### src/rtl/bus_arb_nxm.sv
// N-master / M-slave bus arbiter: round-robin grant with optional hold limit, region decode, registered read return.
// Latency: grant 1 cycle after request; read data and M_rvalid 1 cycle after the command; decode_err 1 cycle after.
// Backpressure: none on the data path; losing masters wait until granted. BUS_ERR_RESP_EN enables the error response.
module bus_arb_nxm #(
    parameter int N_MASTERS = 2,
    parameter int N_SLAVES  = 4,
    parameter int ADDR_W    = 8,
    parameter int DATA_W    = 32,
    parameter int REGION_W  = 5,
    parameter int MAX_HOLD  = 0
) (
    input  logic                          clk,
    input  logic                          reset_n,
    input  logic [N_MASTERS-1:0]          M_req,
    input  logic [N_MASTERS-1:0]          M_wr,
    input  logic [N_MASTERS*ADDR_W-1:0]   M_address,
    input  logic [N_MASTERS*DATA_W-1:0]   M_dout,
    output logic [N_MASTERS-1:0]          M_grant,
    output logic [DATA_W-1:0]             M_din,
    output logic                          M_rvalid,
    output logic [N_SLAVES-1:0]           S_sel,
    output logic                          S_wr,
    output logic [ADDR_W-1:0]             S_address,
    output logic [DATA_W-1:0]             S_din,
    input  logic [N_SLAVES*DATA_W-1:0]    S_dout,
    output logic                          decode_err
);
    localparam int OW_W   = $clog2(N_MASTERS);
    localparam int IDX_W  = ADDR_W - REGION_W;
    localparam int HOLD_W = 16;
    localparam logic [HOLD_W-1:0] HOLD_LIM = HOLD_W'((MAX_HOLD > 0) ? MAX_HOLD - 1 : 0);

    typedef enum logic {IDLE, OWNED} state_t;

    state_t              state, state_d;
    logic [OW_W-1:0]     owner, owner_d, last_owner, last_d;
    logic [HOLD_W-1:0]   hold_cnt, hold_d;
    logic [OW_W-1:0]     pick_all, pick_oth;
    logic                any_all, any_oth;
    logic [N_MASTERS-1:0] own_oh;
    logic                own_req, own_wr, cmd_vld, in_range;
    logic [ADDR_W-1:0]   own_addr;
    logic [DATA_W-1:0]   own_dat;
    logic [IDX_W-1:0]    idx;
    logic [N_SLAVES-1:0] rd_sel;
    logic                rvalid_q;

    // First requester found scanning upward from last+1 with wrap, over 'span' candidates.
    function automatic logic [OW_W-1:0] rr_pick(input logic [N_MASTERS-1:0] req,
                                                input logic [OW_W-1:0] last,
                                                input int span, output logic found);
        logic [OW_W-1:0]      pick;
        logic [N_MASTERS-1:0] req_sh;
        int                   c;
        pick  = '0;
        found = 1'b0;
        for (int i = 0; i < N_MASTERS; i++) begin
            c      = (int'(last) + 1 + i) % N_MASTERS;
            req_sh = req >> c;
            if (i < span && !found && req_sh[0]) begin
                found = 1'b1;
                pick  = OW_W'(c);
            end
        end
        return pick;
    endfunction

    always_comb begin
        state_d  = state;
        owner_d  = owner;
        last_d   = last_owner;
        hold_d   = hold_cnt;
        pick_all = rr_pick(M_req, last_owner, N_MASTERS, any_all);
        // last_owner equals owner while OWNED, so this scan excludes the current owner.
        pick_oth = rr_pick(M_req, last_owner, N_MASTERS - 1, any_oth);
        case (state)
            IDLE: begin
                if (any_all) begin
                    state_d = OWNED;
                    owner_d = pick_all;
                    last_d  = pick_all;
                    hold_d  = '0;
                end
            end
            OWNED: begin
                if (!own_req) begin
                    hold_d = '0;
                    if (any_oth) begin
                        owner_d = pick_oth;
                        last_d  = pick_oth;
                    end else begin
                        state_d = IDLE;
                    end
                end else if (MAX_HOLD > 0 && hold_cnt == HOLD_LIM && any_oth) begin
                    owner_d = pick_oth;
                    last_d  = pick_oth;
                    hold_d  = '0;
                end else if (MAX_HOLD == 0 || hold_cnt != HOLD_LIM) begin
                    hold_d = hold_cnt + HOLD_W'(1);
                end
            end
            default: state_d = IDLE;
        endcase
    end

    always_ff @(posedge clk) begin
        if (!reset_n) begin
            state      <= IDLE;
            owner      <= '0;
            last_owner <= OW_W'(N_MASTERS - 1);
            hold_cnt   <= '0;
            rd_sel     <= '0;
            rvalid_q   <= 1'b0;
        end else begin
            state      <= state_d;
            owner      <= owner_d;
            last_owner <= last_d;
            hold_cnt   <= hold_d;
            rd_sel     <= (cmd_vld && !own_wr) ? S_sel : '0;
`ifdef BUS_ERR_RESP_EN
            rvalid_q   <= cmd_vld && !own_wr;
`else
            rvalid_q   <= cmd_vld && !own_wr && in_range;
`endif
        end
    end

    always_comb begin
        own_oh   = N_MASTERS'(1) << owner;
        own_req  = |(M_req & own_oh);
        own_wr   = |(M_wr & own_oh);
        own_addr = '0;
        own_dat  = '0;
        for (int m = 0; m < N_MASTERS; m++) begin
            if (own_oh[m]) begin
                own_addr = M_address[m*ADDR_W +: ADDR_W];
                own_dat  = M_dout[m*DATA_W +: DATA_W];
            end
        end
        cmd_vld  = (state == OWNED) && own_req;
        idx      = own_addr[ADDR_W-1:REGION_W];
        in_range = int'(idx) < N_SLAVES;
        for (int k = 0; k < N_SLAVES; k++) begin
            S_sel[k] = cmd_vld && (int'(idx) == k);
        end
        S_wr      = cmd_vld && own_wr;
        S_address = cmd_vld ? own_addr : '0;
        S_din     = cmd_vld ? own_dat : '0;
        M_grant   = (state == OWNED) ? own_oh : '0;
    end

`ifdef BUS_ERR_RESP_EN
    localparam logic [DATA_W-1:0] ERR_DAT = DATA_W'(32'hDEAD_BEEF);
    logic rd_err, derr_q;

    always_ff @(posedge clk) begin
        if (!reset_n) begin
            rd_err <= 1'b0;
            derr_q <= 1'b0;
        end else begin
            rd_err <= cmd_vld && !own_wr && !in_range;
            derr_q <= cmd_vld && !in_range;
        end
    end
    assign decode_err = derr_q;
`endif

    // Read data comes straight off the slave selected last cycle; zero when nothing is returning.
    always_comb begin
        M_din = '0;
        for (int k = 0; k < N_SLAVES; k++) begin
            if (rd_sel[k]) M_din = M_din | S_dout[k*DATA_W +: DATA_W];
        end
`ifdef BUS_ERR_RESP_EN
        if (rd_err) M_din = ERR_DAT;
`else
        decode_err = 1'b0;
`endif
    end

    assign M_rvalid = rvalid_q;
endmodule

### config.mk
export PLATFORM = sky130hd
export DESIGN_NAME = bus_arb_nxm
export DESIGN_NICKNAME = d
export VERILOG_FILES = /design/src/rtl/bus_arb_nxm.sv
export SDC_FILE = /design/constraint.sdc
export NUM_CORES = 1
export LEC_CHECK = 0
export CAP_MARGIN = 20
export CORE_AREA = 2 2 113 115
export CTS_CLUSTER_DIAMETER = 60
export DETAILED_ROUTE_END_ITERATION = 6
export DIE_AREA = 0 0 115 117
export GPL_ROUTABILITY_DRIVEN = 0
export PLACE_DENSITY_LB_ADDON = 0.15
export SLEW_MARGIN = 15
export SYNTH_ARGS = -nofsm -noshare
export SYNTH_HDL_FRONTEND = slang
export SYNTH_SLANG_ARGS = --single-unit
export TNS_END_PERCENT = 1
### constraint.sdc
create_clock -name clk -period 2.6 [get_ports clk]
set_clock_uncertainty 0.1 [all_clocks]
set_input_delay 0.26 -clock clk [delete_from_list [all_inputs] [get_ports clk]]
set_output_delay 0.26 -clock clk [all_outputs]
set_load 0.005 [all_outputs]
## Word-level counts from Yosys, hierarchy flattened

Index checks and enable logic that the tools add are counted.

- Equality and inequality tests: 6
- Add/sub/neg operators: 2
- Shift-type cells: 3
- Order comparisons: 1
- Multiplexer cells: 23
- Bitwise operators: 8
- Reduce and logical (&&, ||, !) cells: 16

Operator list:

| kind | count |
|---|---|
| 2-to-1 mux 32 bit | 7 |
| bitwise OR 32 bit | 3 |
| right shift 2 x 32 -> 1 bit | 2 |
| 2-to-1 mux 8 bit | 3 |
| 2-to-1 mux 1 bit | 10 |
| logical AND 1 bit | 9 |
| == test 3 bit (second input constant) | 2 |
| AND 2 bit | 2 |
| inequality test 2 bit (second input constant) | 2 |
| one-hot mux 1 bit (2 select lines) | 2 |
| OR reduction 2 bit | 2 |
| == test 3 x 2 -> 1 bit (second input constant) | 1 |
| zero test 3 bit | 1 |
| less-than comparator 3 bit (second input constant) | 1 |
| AND reduction 3 bit | 1 |
| adder 1 bit (second input constant) | 2 |
| AND 1 bit (first input constant) | 2 |
| zero test 1 bit | 2 |
| 2-to-1 mux 2 bit | 1 |
| inequality test 2 x 1 -> 1 bit (second input constant) | 1 |
| AND reduction 2 bit | 1 |
| << shifter 1 x 1 -> 2 bit (first input constant) | 1 |
| NOT 1 bit | 1 |

- Register bits: 8
- Input bits: 214

## Longest topological paths before layout

- Depth in word-level cells: 9
- Mapped depth: 5
- Depth with buffers taken out: 3

## Least setup slack after synthesis

No wires, ideal clock.

- Kind: register to output
- Start: register owner
- End: output port S_address[2]
- Buffers on the path: 3
- Setup slack: 1248 ps
- Stages on the path, launching flop included: 6
- Data arrival time: 992 ps
- Cells stage by stage: dfxtp_1 > buf_6 > buf_8 > buf_8 > mux2i_1 > nor2_2

- Word-level cells in the longest chain between the ends: 5
- Elaborated cells between the ends (all ways): 7
- Classes of those cells: shift: 1; mux: 3; bitwise: 1; reduce/logical: 2

RTL lines:

| what | RTL line | RTL |
|---|---|---|
| start: declaration | 36 | `logic [OW_W-1:0] owner, owner_d, last_owner, last_d;` |
| start signal: assignment | 116 | `owner <= owner_d;` |
| << shifter 1 x 1 -> 2 bit * | 129 | `own_oh = N_MASTERS'(1) << owner;` |
| AND 2 bit | 130 | `own_req = \|(M_req & own_oh);` |
| OR reduction 2 bit | 130 |  |
| logical AND 1 bit | 140 | `cmd_vld = (state == OWNED) && own_req;` |
| 2-to-1 mux 8 bit * | 147 | `S_address = cmd_vld ? own_addr : '0;` |
| end: declaration | 23 | `output logic [ADDR_W-1:0] S_address,` |

Mark *: on every way between the ends. The rest lies on a longest branch, timed or not.

## Worst setup path after layout

- Start: register owner
- End: output port S_sel[2]

- Word-level cells in the longest chain between the ends: 5
- Elaborated cells between the ends (all ways): 8
- Classes of those cells: eq/ne: 1; shift: 1; mux: 2; bitwise: 1; reduce/logical: 3

RTL lines:

| what | RTL line | RTL |
|---|---|---|
| << shifter 1 x 1 -> 2 bit * | 129 |  |
| 2-to-1 mux 8 bit or AND 2 bit (tied branches) | 135, 130 |  |
| 2-to-1 mux 8 bit or OR reduction 2 bit (tied branches) | 135, 130 |  |
| == test 3 bit or logical AND 1 bit (tied branches) | 144, 140 |  |
| logical AND 1 bit * | 144 | `S_sel[k] = cmd_vld && (int'(idx) == k);` |
| end: declaration | 21 | `output logic [N_SLAVES-1:0] S_sel,` |

Marks and branches as above.

==> summary.md <==
| Metric | Value |
|---|---|
| Die W | `115 um` |
| Setup bufs post-CTS | `0` |
| Fin util | `39.7%` |
| CTS Root Cell | `clkbuf_16` |
| Crit. End Element | `output port` |
| Lkg Pwr | `1.82 nW` |
| Adder-Cell Fraction of Synth Area | `0.553%` |
| Gr usage total | `13.5%` |
| Cell variety after synth | `34` |
| Skew-Pair Late Insertion Delay | `0.23 ns` |
| Core area | `0.0123 sq mm` |
| Post-synthesis xor/xnor area fraction | `0%` |
| HPWL after DPL | `8.51 mm` |
| Hold_buf cts | `0` |
| RSZ-0062 raised after global routing | `false` |
| Max-slew violation count | `0` |
| Routed len/inst | `15.2 um` |
| Main combinational cell family by area after synthesis | `compound AO/OA/AOI/OAI gates` |
| Status | `completed` |
| Synth warnings | `0` |
| Row cnt | `41` |
| Overflow left after global routing | `0` |
| Syn Nets | `472` |
| Final Cycle Share | `89.1%` |
| Via count | `3029` |
| Drc violations | `0` |
| Total power | `0.980 mW` |
| Clk sinks | `8` |
| Post-Syn Area per Cell | `7.01 sq um` |
| Final hold vios | `0` |
| Layout area overhead | `170%` |
| Non-Filler Instances | `686` |
| #FFs+latches synth | `8` |
| DIE AREA | `0.0135 sq mm` |
| Setup violators final | `0` |
| Final hold slack | `0.536 ns` |
| Crit Path Max Fanout | `55` |
| H-tree depth | `1` |
| Largest net degree at the start of global routing | `56` |
| Crit path launch type | `flip-flop` |
| Cts repair resizes | `0` |
| F_max | `432 MHz` |
| Kind of critical path | `flip-flop to output port` |
| Diodes inserted | `0` |
| Worst path arrival time | `1.96 ns` |
| Critical Path RT | `2.24 ns` |
| First-pass GRT wire length | `14.5 mm` |
| Drt via density | `4.42` |
| CTS max path bufs | `2` |
| Initial antenna violation count | `0` |
| Total Nets Final | `752` |
| Simple-Gate Fraction of Synth Area | `25.9%` |
| Hold WC Path Type | `flip-flop to flip-flop` |
| Die Ht | `117 um` |
| VDD IR max | `0.000148 V` |
| Final wirelength | `10.4 mm` |
| I/O Buffers | `293` |
| Gate Count Post-Synth | `258` |
| Inst Count DP | `683` |
| Ports | `295` |
| Pre-antenna DRT Iters | `4` |
| Post-route ant nets | `0` |
| Post-synthesis mux area share | `22.2%` |
| Seq/Total Area, Yosys | `8.85%` |
| Synthesized area | `0.00181 sq mm` |
| Vias in the first global route | `2875` |
| Share of layout cells above drive strength 1 | `3.54%` |
| Max cap viols | `0` |
| Final worst path period need | `2.32 ns` |
| DRT iter0 DRCs | `74` |
| CTS tree | `built` |
| Worst-path clk slew | `0.04 ns` |
| Setup TNS | `0 ns` |
| Starting Density | `14.7%` |
| Total CTS buffers | `3` |
| Synth Area in Compound Gates | `31.7%` |
| Power Density | `201 mW/mm^2` |
## metrics by stage
stage	worst slack, ns	area (sq um)
4_1_cts	0.266	4880
6_report	0.283	4880
5_1_grt	0.164	4880
2_1_floorplan	1.25	1810
3_5_place_dp	0.295	4810
3_3_place_gp	0.301	4810
## state kept, by name (all words and copies together), names as in the netlist
name,cells
state,1
rd_sel,4
last_owner,1
M_rvalid,1
owner,1
## critical path: stages (launching register included)
cell and delay, ns:
dfxtp_2 0.36, buf_12 0.30, and3b_1 0.21, o21ai_1 0.14, nor2_1 0.18, clkdlybuf4s50_1 0.53
## layout make-up
cell class / count / area (sq um)
Fill cell: 1234 / 7430
Tap cell: 150 / 188
Timing Repair Buffer: 300 / 3000
Inverter: 1 / 3.75
Multi-Input combinational cell: 224 / 1460
Sequential cell: 8 / 161
Clock buffer: 3 / 75.1
## routing by layer
layer  GRT usage [%]  up-vias  share of wire [%]
met1            14.0     1346                 35
met4            2.73        0                1.3
met5               0        -                  0
met3            4.33       10                 11
met2            26.6      168                 53
li1                -     1505                  -
## final timing paths
kind	startpoint	end	slack, ns	cells after the start
setup / recovery	owner	S_sel[2]	0.28	5
hold / removal	last_owner	last_owner	0.54	2
setup reg to reg	owner	rd_sel[3]	1.12	4
hold reg to reg	last_owner	last_owner	0.54	2
## Yosys cell counts
master	number	area, sq um
a22oi_1	64	480
nor2_1	45	169
mux2i_1	39	390
nand2_1	36	135
clkbuf_1	12	45.0
dfxtp_1	8	160
nor3_1	6	30.0
buf_6	5	56.3
buf_8	4	60.1
a21boi_0	3	22.5
buf_4	3	22.5
nand2b_1	3	18.8
o21ai_0	3	15.0
a21oi_1	2	10.0
and2_1	2	12.5
and3b_1	2	17.5
nor2_2	2	12.5
nor3b_1	2	15.0
o21ai_2	2	17.5
a21o_1	1	7.51
and3_1	1	6.26
buf_2	1	5.00
conb_1	1	3.75
inv_1	1	3.75
maj3_1	1	10.0
mux2_2	1	11.3
nand2_4	1	11.3
nand2b_4	1	13.8
nand3b_1	1	7.51
nor2b_1	1	6.26
nor3b_2	1	12.5
o21ai_1	1	5.00
o22a_1	1	8.76
o22ai_1	1	6.26
## logic make-up (layout without fill, tap and decap cells)
family | count (synthesis) | after routing
AOI/OAI and AO/OA | 78 | 78
adders and majority gates | 1 | 1
buffers and inverters | 26 | 304
DFF | 8 | 8
muxes | 40 | 40
other | 1 | 1
and+or+nand+nor | 104 | 104
## cell usage in the layout, fill, tap and decap left out, types with 2 or more instances in the layout
| master | count |
|---|---|
| a21boi_0 | 3 |
| o21ai_2 | 2 |
| clkbuf_16 | 3 |
| clkdlybuf4s50_1 | 293 |
| a21oi_1 | 2 |
| dfxtp_1 | 7 |
| nor3b_1 | 2 |
| nand2b_1 | 3 |
| nor3_1 | 6 |
| a22oi_1 | 64 |
| mux2i_1 | 39 |
| nor2_1 | 45 |
| o21ai_0 | 3 |
| and2_1 | 2 |
| nor2_2 | 2 |
| buf_4 | 6 |
| and3b_1 | 2 |
| nand2_1 | 36 |
## report_power, final
part / switching [mW] / internal, mW
Combinational: 0.167 / 0.422
Clock: 0.0561 / 0.198
Sequential: 0.00882 / 0.129
Note: power is estimated with default switching activity, not from simulation.
==> variant 1: new RTL, config.mk and constraints unchanged <==
Change the parameter `ADDR_W` from 8 to 9.
--- a/src/rtl/bus_arb_nxm.sv
+++ b/src/rtl/bus_arb_nxm.sv
@@ -4,7 +4,7 @@
 module bus_arb_nxm #(
     parameter int N_MASTERS = 2,
     parameter int N_SLAVES  = 4,
-    parameter int ADDR_W    = 8,
+    parameter int ADDR_W    = 9,
     parameter int DATA_W    = 32,
     parameter int REGION_W  = 5,
     parameter int MAX_HOLD  = 0
Interface: changed (resized M_address and S_address); port bits go from 295 to 298. No check against the original RTL was run, so the function may have changed too.
==> variant 1 against the unedited design <==
  * Via count increased by 0.23%
  * Cell area increased by 1.3%
  * Sequential cell count did not move
  * Routed wire length up 6.0%
  * Global-route usage rose by 0.96 points
  * Worst setup slack worse by 76 ps
  * Hold slack worse by 49 ps
  * Maximum frequency fell by 3.2%
  * Utilization increased by 0.53 points
  * Total power decreased by 0.17%
  * First-iteration DRC count grew 36%
  * Synthesized area down 2.0%
  * Critical path type is now input pin to primary output
  * Largest cell class unchanged
==> variant 1: results (changes against the unedited design) <==
Critical path
  • Worst Path Max Fanout: 42 (-24%)
  • R2R setup slack: 1010 ps (-110 ps)
  • Worst Path Arrival: 2030 ps (+70 ps)

Logic synthesis
  • Synth area leaders: a22oi_1 (28%), mux2i_1 (23%), nor2_1 (10%)
  • Top cells by count, synth: a22oi_1 (65), nor2_1 (47), mux2i_1 (41)
  • Yosys cell types: 34 (unchanged)
  • Ys async rst share: 0% (unchanged)
  • Main synth FF type: dfxtp_1
  • Syn nets: 473 (+0.21%)
  • Yosys warning total: 0 (unchanged)
  • Top-area cell type share of the netlist area: 27.5% (+0.97 points)
  • Sequential share of the synthesized area: 9.03% (+0.18 points)

CTS
  • Worst-path clk slew: 40 ps (about the same)
  • TritonCTS buffer count: 3 (unchanged)
  • H-tree Lvls: 1 (unchanged)
  • Root Driver: clkbuf_16
  • Clk_lat worst skew: 230 ps (about the same)
  • Cts repair resizes: 0 (unchanged)
  • Post-CTS Repair Setup Buffers: 0 (unchanged)
  • CTS max path bufs: 2 (unchanged)

Detailed routing
  • First-pass DRT Iterations: 4 (unchanged)
  • DR iter-0 viols: 101 (+36%)
  • Post-DR wirelength/cell: 16.0 um (+5.2%)
  • Via count: 3036 (+0.23%)

Min path
  • Worst min path class: register to register

Global route
  • Vias in the first global route: 2940 (+2.3%)
  • GRT Overall Usage: 14.5% (+0.96 points)
  • First-pass GRT wire length: 15300 um (+5.6%)
  • Initial antenna violation count: 0 (unchanged)
  • Largest net degree at the start of global routing: 43 (-23%)

Timing
  • Final Hold Vio Count: 0 (unchanged)
  • Period utilisation layout: 92.0% (+2.9 points)
  • Slew Limit Headroom: about two thirds

Power and ir drop
  • Leak: 1.84 nW (+0.98%)
  • Max IR drop VDD: 0.122 mV (-17%)

Status
  • Status: finished, final reports clean

Final layout
  • Ant diodes: 0 (unchanged)
  • Share of layout cells above drive strength 1: 3.70% (+0.15 points)
  • Top reg by flops: rd_sel
  • Max reg flops: 4 (unchanged)
  • Fin nets: 759 (+0.93%)

Placed design
  • IO Port Bufs: 296 (+1.0%)
  • Post-Place Worst Slack: 177 ps (-118 ps)
  • DP HPWL: 9210 um (+8.1%)
[variant 1: changes by cell type after synthesis, sizes merged, moves of 2 or more]
cell,change
mux2i,+2
o21ai,-3
inv,+2
and3b,-2
[variant 1: worst paths after layout]
check        startpoint         to  cells after the start
max            M_req[1]  S_din[18]                      6
min               state      state                      1
max reg2reg       owner  rd_sel[3]                      4
min reg2reg       state      state                      1
[variant 1: power breakdown]
group | switching, mW | total (mW) | leakage (nW) | internal (mW)
combinational | 0.161 | 0.584 | 1.74 | 0.423
clock | 0.0557 | 0.254 | 0.0370 | 0.198
sequential | 0.0125 | 0.141 | 0.0656 | 0.128
total | 0.230 | 0.979 | 1.84 | 0.749
[variant 1: layout make-up]
class | instances | area (um2)
fill | 1243 | 7360
inverter | 3 | 11.3
multi-input combinational | 221 | 1450
clock buffer | 3 | 75.1
sequential | 8 | 161
tap | 150 | 188
timing repair buffer | 306 | 3060
[variant 1: logic make-up after synthesis]
kind of cell	synth area share [%]
simple gates	25.1
compound gates	32.0
mux	23.8
buf+inv	9.24
flops	9.03
fa+ha+maj	0.565
other cells	0.212
[variant 1: per-layer routing]
metal | vias to the layer above | track usage [%] | wire length [um]
met3 | 2 | 5.41 | 1420
met1 | 1344 | 13.9 | 3600
met4 | 0 | 1.93 | 40
met5 | - | 0 | 0
met2 | 175 | 29.7 | 5980
li1 | 1515 | - | -
[variant 1: critical path: stages]
cell	delay, ps
clkdlybuf4s50_1	610
mux2_2	210
nand2_2	70
buf_12	190
nor2_1	160
clkdlybuf4s50_1	520
[variant 1: per-stage QoR]
step	hold WS [ps]	area (um2)	std cells
5_1_grt	544	4950	691
4_1_cts	489	4950	691
3_3_place_gp	464	4870	688
6_report	487	4950	691
2_1_floorplan	236	1770	257
3_5_place_dp	472	4870	688
==> variant 2: new RTL, same settings <==
Made on the original files. The parameter `MAX_HOLD` goes from 0 to 1.
--- a/src/rtl/bus_arb_nxm.sv
+++ b/src/rtl/bus_arb_nxm.sv
@@ -7,7 +7,7 @@
     parameter int ADDR_W    = 8,
     parameter int DATA_W    = 32,
     parameter int REGION_W  = 5,
-    parameter int MAX_HOLD  = 0
+    parameter int MAX_HOLD  = 1
 ) (
     input  logic                          clk,
     input  logic                          reset_n,
Behaviour: not the same (Yosys sat finds a counterexample within 4 cycles, from zero or initial values and one cycle with reset_n low).
==> variant 2 against the unedited design <==
  * Worst setup slack got worse by 16 ps
  * Routed wire length up 26%
  * Cell area is 18% higher
  * Sequential power grew to 2.8 times the old value
  * Register-to-register slack got worse by 570 ps
  * Total power is 44% higher
  * Non-clock buffer count grew 4
  * Synthesized area rose by 42%
  * Maximum frequency fell by 0.70%
  * Utilization rose by 7.0 points
  * Sequential cell count increased by 16
==> variant 2: results (changes against the unedited design) <==
Critical path
  • Largest stage delay on the critical path: around 540 ps
  • Highest-delay cell along the critical path: clkdlybuf4s50_1
  • Worst Path Arrival: 1970 ps
  • R2R setup slack: 550 ps (-570 ps)
  • Worst Path Max Fanout: 22 (-60%)

Logic synthesis
  • Synth area leaders: a22oi_1 (19%), dfxtp_1 (19%), mux2i_1 (16%)
  • Mapped Avg Cell Area: 7.23 um2 (+3.0%)
  • Syn nets: 572 (+21%)
  • Ys async rst share: 0% (unchanged)
  • Top cells by count, synth: nor2_1 (67), a22oi_1 (66), nand2_1 (44)
  • Sequential share of the synthesized area: 18.7% (+9.8 points)
  • Main synth FF type: dfxtp_1
  • Yosys cell types: 49 (+44%)

Min path
  • Worst min path class: register to register

Detailed routing
  • Wire length on met3: 1070 um (-8.3%)
  • Post-DR wirelength/cell: 16.8 um (+10%)
  • Routed met2 length: 6940 um (+26%)
  • DRT Wirelength: 13200 um (+26%)
  • Met1 Wirelength: 5030 um (+39%)
  • Via count: 3719 (+23%)
  • DR iter-0 viols: 210 (+180%)

CTS
  • CTS max path bufs: 2 (unchanged)
  • H-tree Lvls: 1 (unchanged)
  • Clk_lat worst skew: 260 ps (+30 ps)
  • Clock sink count: 24 (+16)
  • Worst-path clk slew: 60 ps (+20 ps)
  • TritonCTS buffer count: 3 (unchanged)
  • Cts repair resizes: 0 (unchanged)

Placed design
  • DP HPWL: 10800 um (+27%)
  • Post-Place Worst Slack: 300 ps (+4.81 ps)
  • IO Port Bufs: 293 (unchanged)
  • Placed cells: 781 (+14%)

Global route
  • Vias in the first global route: 3583 (+25%)
  • First-pass GRT wire length: 18600 um (+28%)
  • Initial antenna violation count: 0 (unchanged)
  • Largest net degree at the start of global routing: 37 (-34%)
  • GRT Overall Usage: 17.3% (+3.8 points)

Status
  • Status: finished, final reports clean

Power and ir drop
  • Leak: 2.11 nW (+16%)
  • Max IR drop VDD: 0.245 mV (+66%)

Final layout
  • FILL cells: 1212 (-1.8%)
  • Largest regs: hold_cnt x16, rd_sel x4
  • Fin nets: 852 (+13%)
  • Share of layout cells above drive strength 1: 4.25% (+0.71 points)

Timing
  • F_max: 0.429 GHz (-0.70%)
-- variant 2: changes by cell type after synthesis, moves of 7 or more --
cell / change
xor2_1: +7
dfxtp_1: +16
nand2_1: +8
buf_2: +7
nor2_1: +22
inv_1: +10
-- variant 2: routing by layer --
metal,up-vias,global-route usage [%]
met2,161,33.2
met3,9,4.02
met1,1689,19.9
met5,-,0
li1,1860,-
met4,0,2.81
-- variant 2: final cells by class --
class,count,share of cell area (%)
timing repair buffer,304,52.7
sequential,24,8.38
multi-input combinational,292,33.1
inverter,11,0.718
tap,150,3.26
clock inverter,1,0.522
clock buffer,3,1.31
-- variant 2: power by group --
part	internal (mW)	total [mW]	switching, mW
clock	0.306	0.438	0.132
sequential	0.372	0.379	0.00640
combinational	0.417	0.591	0.174
-- variant 2: path summary, 6_finish.rpt --
check	cells past startpoint	end	start
setup / recovery	5	S_address[6]	state
hold / removal	2	hold_cnt[13]	hold_cnt[13]
setup reg to reg	7	hold_cnt[13]	hold_cnt[0]
hold reg to reg	2	hold_cnt[13]	hold_cnt[13]
-- variant 2: cell families after synthesis --
| kind of cell | Yosys count | share of synthesized area, % |
|---|---|---|
| buffers and inverters | 40 | 7.25 |
| AND/OR/NAND/NOR | 145 | 26.2 |
| flip-flops | 24 | 18.7 |
| multiplexers | 40 | 15.6 |
| AO/OA/AOI/OAI | 95 | 28.1 |
| XOR/XNOR | 9 | 3.06 |
| adder cells (fa/ha/maj) | 2 | 0.973 |
| other | 1 | 0.146 |
-- variant 2: tightest hold or removal path, stage by stage (launching register included) --
cell	delay, ps
dfxtp_1	330
o41ai_1	70
a21oi_1	50
-- variant 2: per-stage QoR --
stage / cell area [um2] / hold slack (ps)
floorplan: 2570 / 324
global placement: 5640 / 373
detailed placement: 5640 / 384
CTS: 5750 / 393
global route: 5750 / 428
finish: 5750 / 394
